File: config.mk
export PLATFORM = sky130hd
export DESIGN_NAME = simd_job_arbiter
export DESIGN_NICKNAME = d
export VERILOG_FILES = /design/src/rtl/simd_job_arbiter.sv
export SDC_FILE = /design/constraint.sdc
export NUM_CORES = 1
export LEC_CHECK = 0
export CORE_UTILIZATION = 40
export DETAILED_ROUTE_END_ITERATION = 16
export GPL_TIMING_DRIVEN = 0
export PLACE_DENSITY_LB_ADDON = 0.15
export SLEW_MARGIN = 20
export SYNTH_ARGS = -nofsm -noshare
export SYNTH_HDL_FRONTEND = slang
export SYNTH_SLANG_ARGS = --single-unit
export TNS_END_PERCENT = 20
File: constraint.sdc
create_clock -name clk -period 5 [get_ports clk]
set_input_delay 1.5 -clock clk [delete_from_list [all_inputs] [get_ports clk]]
set_output_delay 1.5 -clock clk [all_outputs]
set_load 0.005 [all_outputs]
File: src/rtl/simd_job_arbiter.sv
// simd_job_arbiter: round-robin sharing of one SIMD compute unit among NUM_REQ requesters.
// Define SIMD_ARB_TIMEOUT_EN to enable the WAIT-state watchdog (aborts with rsp_err=1).
module simd_job_arbiter #(
    parameter int NUM_REQ = 4,
    parameter int DW      = 32,
    parameter int ID_W    = 2,
    parameter int TIMEOUT = 64
) (
    input  logic                  clk,
    input  logic                  reset,
    input  logic [NUM_REQ-1:0]    req_valid,
    input  logic [NUM_REQ*DW-1:0] req_data,
    output logic [NUM_REQ-1:0]    req_ready,
    output logic                  rsp_valid,
    input  logic                  rsp_ready,
    output logic [ID_W-1:0]       rsp_id,
    output logic [DW-1:0]         rsp_data,
    output logic                  rsp_err,
    output logic                  cu_start,
    output logic [DW-1:0]         cu_data_in,
    input  logic                  cu_done,
    input  logic [DW-1:0]         cu_data_out,
    output logic                  busy,
    output logic [15:0]           jobs_done
);
    typedef enum logic [1:0] {IDLE, ISSUE, WAIT, RESP} state_t;

    if (NUM_REQ < 2 || NUM_REQ > 8 || TIMEOUT < 1) begin : g_bad_cfg
        $error("simd_job_arbiter: unsupported NUM_REQ or TIMEOUT");
    end

    state_t          state_q, state_d;
    logic [ID_W-1:0] rr_ptr_q, rr_ptr_d, rsp_id_q, rsp_id_d, gnt_idx;
    logic [DW-1:0]   cu_data_in_q, cu_data_in_d, rsp_data_q, rsp_data_d;
    logic            rsp_err_q, rsp_err_d, gnt_any;
    logic [15:0]     jobs_done_q, jobs_done_d;
`ifdef SIMD_ARB_TIMEOUT_EN
    logic [15:0]     timer_q, timer_d;
`endif

    // Scan from the farthest offset down so the nearest valid requester after rr_ptr wins.
    always_comb begin
        gnt_any = 1'b0;
        gnt_idx = '0;
        for (int k = NUM_REQ; k >= 1; k--) begin
            if (req_valid[ID_W'((int'(rr_ptr_q) + k) % NUM_REQ)]) begin
                gnt_any = 1'b1;
                gnt_idx = ID_W'((int'(rr_ptr_q) + k) % NUM_REQ);
            end
        end
    end

    assign req_ready  = (state_q == IDLE && gnt_any) ? NUM_REQ'(1) << gnt_idx : '0;
    assign rsp_valid  = state_q == RESP;
    assign cu_start   = state_q == ISSUE;
    assign busy       = state_q != IDLE;
    assign rsp_id     = rsp_id_q;
    assign rsp_data   = rsp_data_q;
    assign rsp_err    = rsp_err_q;
    assign cu_data_in = cu_data_in_q;
    assign jobs_done  = jobs_done_q;

    always_comb begin
        state_d      = state_q;
        rr_ptr_d     = rr_ptr_q;
        rsp_id_d     = rsp_id_q;
        cu_data_in_d = cu_data_in_q;
        rsp_data_d   = rsp_data_q;
        rsp_err_d    = rsp_err_q;
        jobs_done_d  = jobs_done_q;
`ifdef SIMD_ARB_TIMEOUT_EN
        timer_d      = timer_q;
`endif
        case (state_q)
            IDLE: if (gnt_any) begin
                cu_data_in_d = req_data[gnt_idx*DW +: DW];
                rsp_id_d     = gnt_idx;
                rr_ptr_d     = gnt_idx;
                state_d      = ISSUE;
            end
            ISSUE: begin
                state_d = WAIT;
`ifdef SIMD_ARB_TIMEOUT_EN
                timer_d = '0;
`endif
            end
            WAIT: if (cu_done) begin
                rsp_data_d = cu_data_out;
                rsp_err_d  = 1'b0;
                state_d    = RESP;
            end
`ifdef SIMD_ARB_TIMEOUT_EN
            else if (timer_q == 16'(TIMEOUT - 1)) begin
                rsp_data_d = '0;
                rsp_err_d  = 1'b1;
                state_d    = RESP;
            end else begin
                timer_d = timer_q + 16'd1;
            end
`endif
            RESP: if (rsp_ready) begin
                jobs_done_d = jobs_done_q + 16'd1;
                state_d     = IDLE;
            end
            default: state_d = IDLE;
        endcase
    end

    always_ff @(posedge clk or posedge reset) begin
        if (reset) begin
            state_q      <= IDLE;
            rr_ptr_q     <= ID_W'(NUM_REQ - 1);
            rsp_id_q     <= '0;
            cu_data_in_q <= '0;
            rsp_data_q   <= '0;
            rsp_err_q    <= 1'b0;
            jobs_done_q  <= '0;
`ifdef SIMD_ARB_TIMEOUT_EN
            timer_q      <= '0;
`endif
        end else begin
            state_q      <= state_d;
            rr_ptr_q     <= rr_ptr_d;
            rsp_id_q     <= rsp_id_d;
            cu_data_in_q <= cu_data_in_d;
            rsp_data_q   <= rsp_data_d;
            rsp_err_q    <= rsp_err_d;
            jobs_done_q  <= jobs_done_d;
`ifdef SIMD_ARB_TIMEOUT_EN
            timer_q      <= timer_d;
`endif
        end
    end
endmodule

## Word level (Yosys, flattened, before mapping)

Cells that the tools add are included.

| operators by class | value |
|---|---|
| mux-type cells | 25 |
| reduce and logical (&&, ||, !) cells | 7 |
| $add $sub $neg | 5 |
| $lt $le $gt $ge | 4 |
| shift operators | 2 |
| eq/ne operators | 6 |

Operators with widths:

| cell | count |
|---|---|
| $shiftx A128 B8 Y32 | 1 |
| $add A16 B1 Y16 const B | 1 |
| $lt A2 B4 Y1 const B | 4 |
| $mux W2 | 7 |
| $mux W1 | 12 |
| $bmux W1 S2 | 4 |
| $pmux W2 S4 | 1 |
| $reduce_and A2 Y1 | 3 |
| $add A2 B1 Y2 const B | 2 |
| $add A2 B2 Y2 const B | 2 |
| $eq A2 B2 Y1 const B | 2 |
| $mux W4 | 1 |
| $ne A2 B2 Y1 const B | 2 |
| $shl A1 B2 Y4 const A | 1 |
| $reduce_and A3 Y1 | 1 |
| $eq A2 B1 Y1 const B | 1 |
| $logic_not A2 Y1 | 1 |
| $ne A2 B1 Y1 const B | 1 |
| $reduce_bool A2 Y1 | 1 |
| $logic_and A1 B1 Y1 | 1 |

| word-level totals | value |
|---|---|
| input bits | 168 |
| output and inout port bits | 90 |
| flip-flop bits (word level) | 86 |

## Longest topological paths before layout

| logic depth | value |
|---|---|
| depth after elaboration | 10 |
| mapped depth | 8 |

## Worst setup path before layout

OpenSTA, ideal clock, no wires.

| timing path | value |
|---|---|
| path type | input -> output |
| from | input port req_valid[3] |
| to | output port req_ready[2] |
| data required time | 3.500 ns |
| arrival | 2.552 ns |
| setup slack | 0.948 ns |
| buffers on the path | 3 |
| stages on the path | 6 |
| cell sequence | buf_4 > nor4_2 > nor2_1 > buf_2 > clkbuf_1 > and3_1 |

| between the ends | value |
|---|---|
| longest elaborated chain between the ends | 9 |
| elaborated cells on any way between the ends | 23 |

RTL lines:

| element | RTL line | source |
|---|---|---|
| start: declaration | 11 | `input logic [NUM_REQ-1:0] req_valid,` |
| $bmux W1 S2 | 46 | `if (req_valid[ID_W'((int'(rr_ptr_q) + k) % NUM_REQ)]) begin` |
| $mux W1 (implied by the code) (2 in a row) | 46 |  |
| $mux W2 or $mux W1 (tied branches) (4 in a row) | 46 |  |
| $shl A1 B2 Y4 or $logic_and A1 B1 Y1 (tied branches) | 53 | `assign req_ready = (state_q == IDLE && gnt_any) ? NUM_REQ'(1) << gnt_idx : '0;` |
| $mux W4 * | 53 |  |
| end: declaration | 13 | `output logic [NUM_REQ-1:0] req_ready,` |

Every way passes the cells marked *; elsewhere a longest branch is shown, timed or not. The select of a mux whose other input is x is not followed.

## Worst setup path in the final report

| timing path | value |
|---|---|
| from | input port req_valid[2] |
| to | output port req_ready[1] |

Same word-level chain as after synthesis.

==> metrics.md <==
| Metric | Value |
|---|---|
| Root Buffer | `clkbuf_8` |
| Unrepaired setup endpoints after global routing | `false` |
| Max-slew violation count | `0` |
| Final hold vios | `0` |
| Commonest non-fill, non-tap cell in the layout | `clkdlybuf4s50_1` |
| MaxCap Viol Count | `0` |
| Post-synthesis cell type count | `40` |
| Post-Route WL | `about 15,000 um` |
| Final net count | `between 800 and 900` |
| Layout area overhead | `68.96%` |
| # fillers | `827` |
| Row cnt | `37` |
| Hold_ws | `around 480 ps` |
| Vias in the first global route | `4,292` |
| # DRC | `0` |
| Vias/cell | `between 5 and 6` |
| Area share of xor/xnor cells in the synthesized design | `under 10%` |
| CP arrival | `3400 ps` |
| Initial antenna violation count | `0` |
| Global-route wire length before repair | `approximately 23,000 um` |
| Largest net degree at the start of global routing | `49` |
| Outcome | `complete, no violations` |
| Leakage | `approximately 3.0 nW` |
| Placed wire-length estimate | `roughly 12,000 um` |
| I/O pin total | `258` |
| Normalized max-slew margin | `between 50% and 60%` |
| Hold_buf cts | `0` |
| Critical path endpoint category | `output port` |
| TritonCTS clock tree | `built` |
| H-tree lvl count | `3` |
| Final min period | `4899 ps` |
| Sequential area share after synthesis | `around 50%` |
| Die X | `about 110 um` |
| DRT Pass-1 Iters | `4` |
| Syn_nets | `between 500 and 600` |
| R2R Path Start | `state_q[0]$_DFFE_PP0P_` |
| Share of post-route cells with drive strength above 1 | `about an eighth` |
| Slowest CP cell | `clkdlybuf4s50_1` |
| Core outline area | `a little over 10,000 um^2` |
| CP most frequent cell | `nor2_1` |
| Worst-path cell chain | `dlygate4sd2_1 > nor4_4 > nor2_1 > nand2b_1 > clkbuf_4 > buf_8 > nor2_1 > clkdlybuf4s50_1` |
| Crit path buf inv count | `4` |
| Met3 wire len | `roughly 900 um` |
| Drt first-iter violations | `209` |
| Main combinational cell family by area after synthesis | `multiplexers` |
| PwrDens | `slightly above 500 nW/um^2` |
| Yosys warns | `0` |
| Clk_skew | `approximately 12 ps` |
| #FFs+latches synth | `86` |
| Die ar. | `approximately 11,000 um^2` |
| Setup WS post-layout | `approximately 100 ps` |
| Syn avg cell area | `between 10 and 15 um^2` |
| Antenna cells | `0` |
| Critical path origin | `req_valid[2]` |
| Inserted Clock Buffers | `9` |
| Tcrit/Tclk final | `between 90% and 100%` |
| Source of the worst hold timing path | `jobs_done[15]$_DFFE_PP0P_` |
| IR Drop Worst-Case VDD | `between 0.0002 and 0.0003 V` |
| Detail Route met2 WL | `about 7500 um` |
| Max FO, Critical Path | `10` |
| CP delay by family, top | `buffers and inverters` |
| Synth Area in Adders | `1.451%` |
| Setup TNS | `0 ps` |
| Pre-CTS setup slack | `-427.7 ps` |
| Die height | `105.8 um` |
| GRT Util Overall | `between 20% and 30%` |
| Maximum clock rate | `around 0.20 GHz` |
| Total grt overflow | `0` |
| Commonest cells after routing, fill and taps aside | `252 x clkdlybuf4s50_1, 84 x dfrtp_1, 44 x nor2_1` |
| Later-pin clock latency in the skew report | `about 350 ps` |
| Simple-gate share of the synthesized area | `under 10%` |
| WL met1 | `roughly 6300 um` |
| Clock edge transition at the registers on the reported setup and hold paths | `approximately 90 ps` |
| Highest routed metal layer | `met4` |
| Final setup viols | `0` |
| CP Class | `in2out` |
| Crit-path max cell delay | `520 ps` |
| Post-Synthesis Cells | `384` |
| Multiplexer share of the synthesized area | `16.04%` |
| Hold WC Path Type | `reg2reg` |
| Worst path required time | `approximately 3500 ps` |
| Gpl congestion | `0.8716` |
| Clock tree buffer depth | `2` |
| DR WL/cell | `~19 um` |
| Setup crit start kind | `input pin` |
| Sink Count | `86` |
| Initial core utilization | `just over 40%` |
| Vias | `approximately 4,200` |
| Worst-Margin Slew | `658.9 ps` |
| Post-Syn Area | `~4300 um^2` |
| Post-synthesis compound-gate area fraction | `around 16%` |
| DRT antenna net count | `0` |
| Port bufs | `about 260` |
[power by group]
group          internal, mW  switching (mW)
Sequential             1.01           0.181
Clock                 0.261           0.255
Combinational          1.18           0.884
[through the flow]
step                      utilization, %  cells  power (mW)  cell area, um^2
after detailed placement           68.13    776       3.250             7066
after global placement             67.85    775       3.180             7036
after global routing               70.27    791       4.009             7287
final                              70.27    791       3.772             7287
after floorplan                        -    384       2.187             4313
after CTS                          70.28    791       3.778             7288
[routing by layer]
layer | GRT usage [%] | up-vias
li1 | - | 1947
met2 | 46.83 | 166
met1 | 33.37 | 2085
met5 | 0 | -
met4 | 10.22 | 0
met3 | 3.958 | 22
[state kept, by name, indices dropped and copies added (netlist names)]
signal / flops
rsp_data: 32
rr_ptr_q: 2
state_q: 2
jobs_done: 16
rsp_id: 2
cu_data_in: 32
[Yosys cell counts (all sizes together)]
master,instances,area share [%]
dfrtp,84,49
nor2,44,3.8
a221oi,33,6.8
mux2,33,8.6
mux2i,32,7.4
o22ai,32,4.6
buf,22,3.7
o21ai,17,2.0
nand2,14,1.2
inv,9,0.78
xnor2,8,1.6
xor2,7,1.4
clkbuf,6,0.52
nand3,6,0.70
a21oi,5,0.67
ha,5,1.5
and3,3,0.44
nand2b,3,0.44
nor2b,3,0.44
dfstp,2,1.2
nor3,2,0.23
nor4,2,0.58
o221a,2,0.73
a21boi,1,0.17
a21o,1,0.17
a222oi,1,0.23
a22o,1,0.20
and2,1,0.15
and2b,1,0.23
and4,1,0.20
conb,1,0.087
nand4,1,0.15
or3,1,0.15
[worst paths after layout]
kind	to	depth (start not counted)	slack, ps
max in group asynchronous	cu_data_in[25]$_DFFE_PP0P_	3	2860
worst max register to register	cu_data_in[18]$_DFFE_PP0P_	8	2660
worst min-delay path	jobs_done[15]$_DFFE_PP0P_	1	480
worst max-delay path	req_ready[1]	8	100
min in group asynchronous	rsp_data[29]$_DFFE_PP0P_	2	1530
worst min register to register	jobs_done[15]$_DFFE_PP0P_	1	480
[cells by family after synthesis]
| kind of cell | Yosys count |
|---|---|
| AO/OA/AOI/OAI | 93 |
| XOR/XNOR | 15 |
| adder cells (fa/ha/maj) | 5 |
| buffers and inverters | 37 |
| flip-flops | 86 |
| multiplexers | 65 |
| other | 1 |
| AND/OR/NAND/NOR | 82 |
[worst register-to-register path, stage by stage, from the launching register on]
cell and delay, ps:
dfrtp_1 420, inv_1 110, ha_1 220, inv_1 90, nor2_1 310, buf_4 310
clkbuf_1 480, nor2_1 120, o22ai_1 200
[area by class of cell]
class	instances	area, um^2	share of cell area [%]
multi-input combinational	261	1953	26.80
timing repair buffer	256	2569	35.25
tap	136	170.2	2.335
inverter	9	36.28	0.4979
clock inverter	4	53.80	0.7383
sequential	86	2155	29.57
buffer	27	195.2	2.679
clock buffer	12	155.1	2.129
[timing repair]
action | CTS | global route
gates cloned | 0 | 0
endpoints found under the setup margin | 4 | 3
buffers inserted | 0 | 0
gates resized for setup | 8 | 7
(Power assumes the default switching activity.)
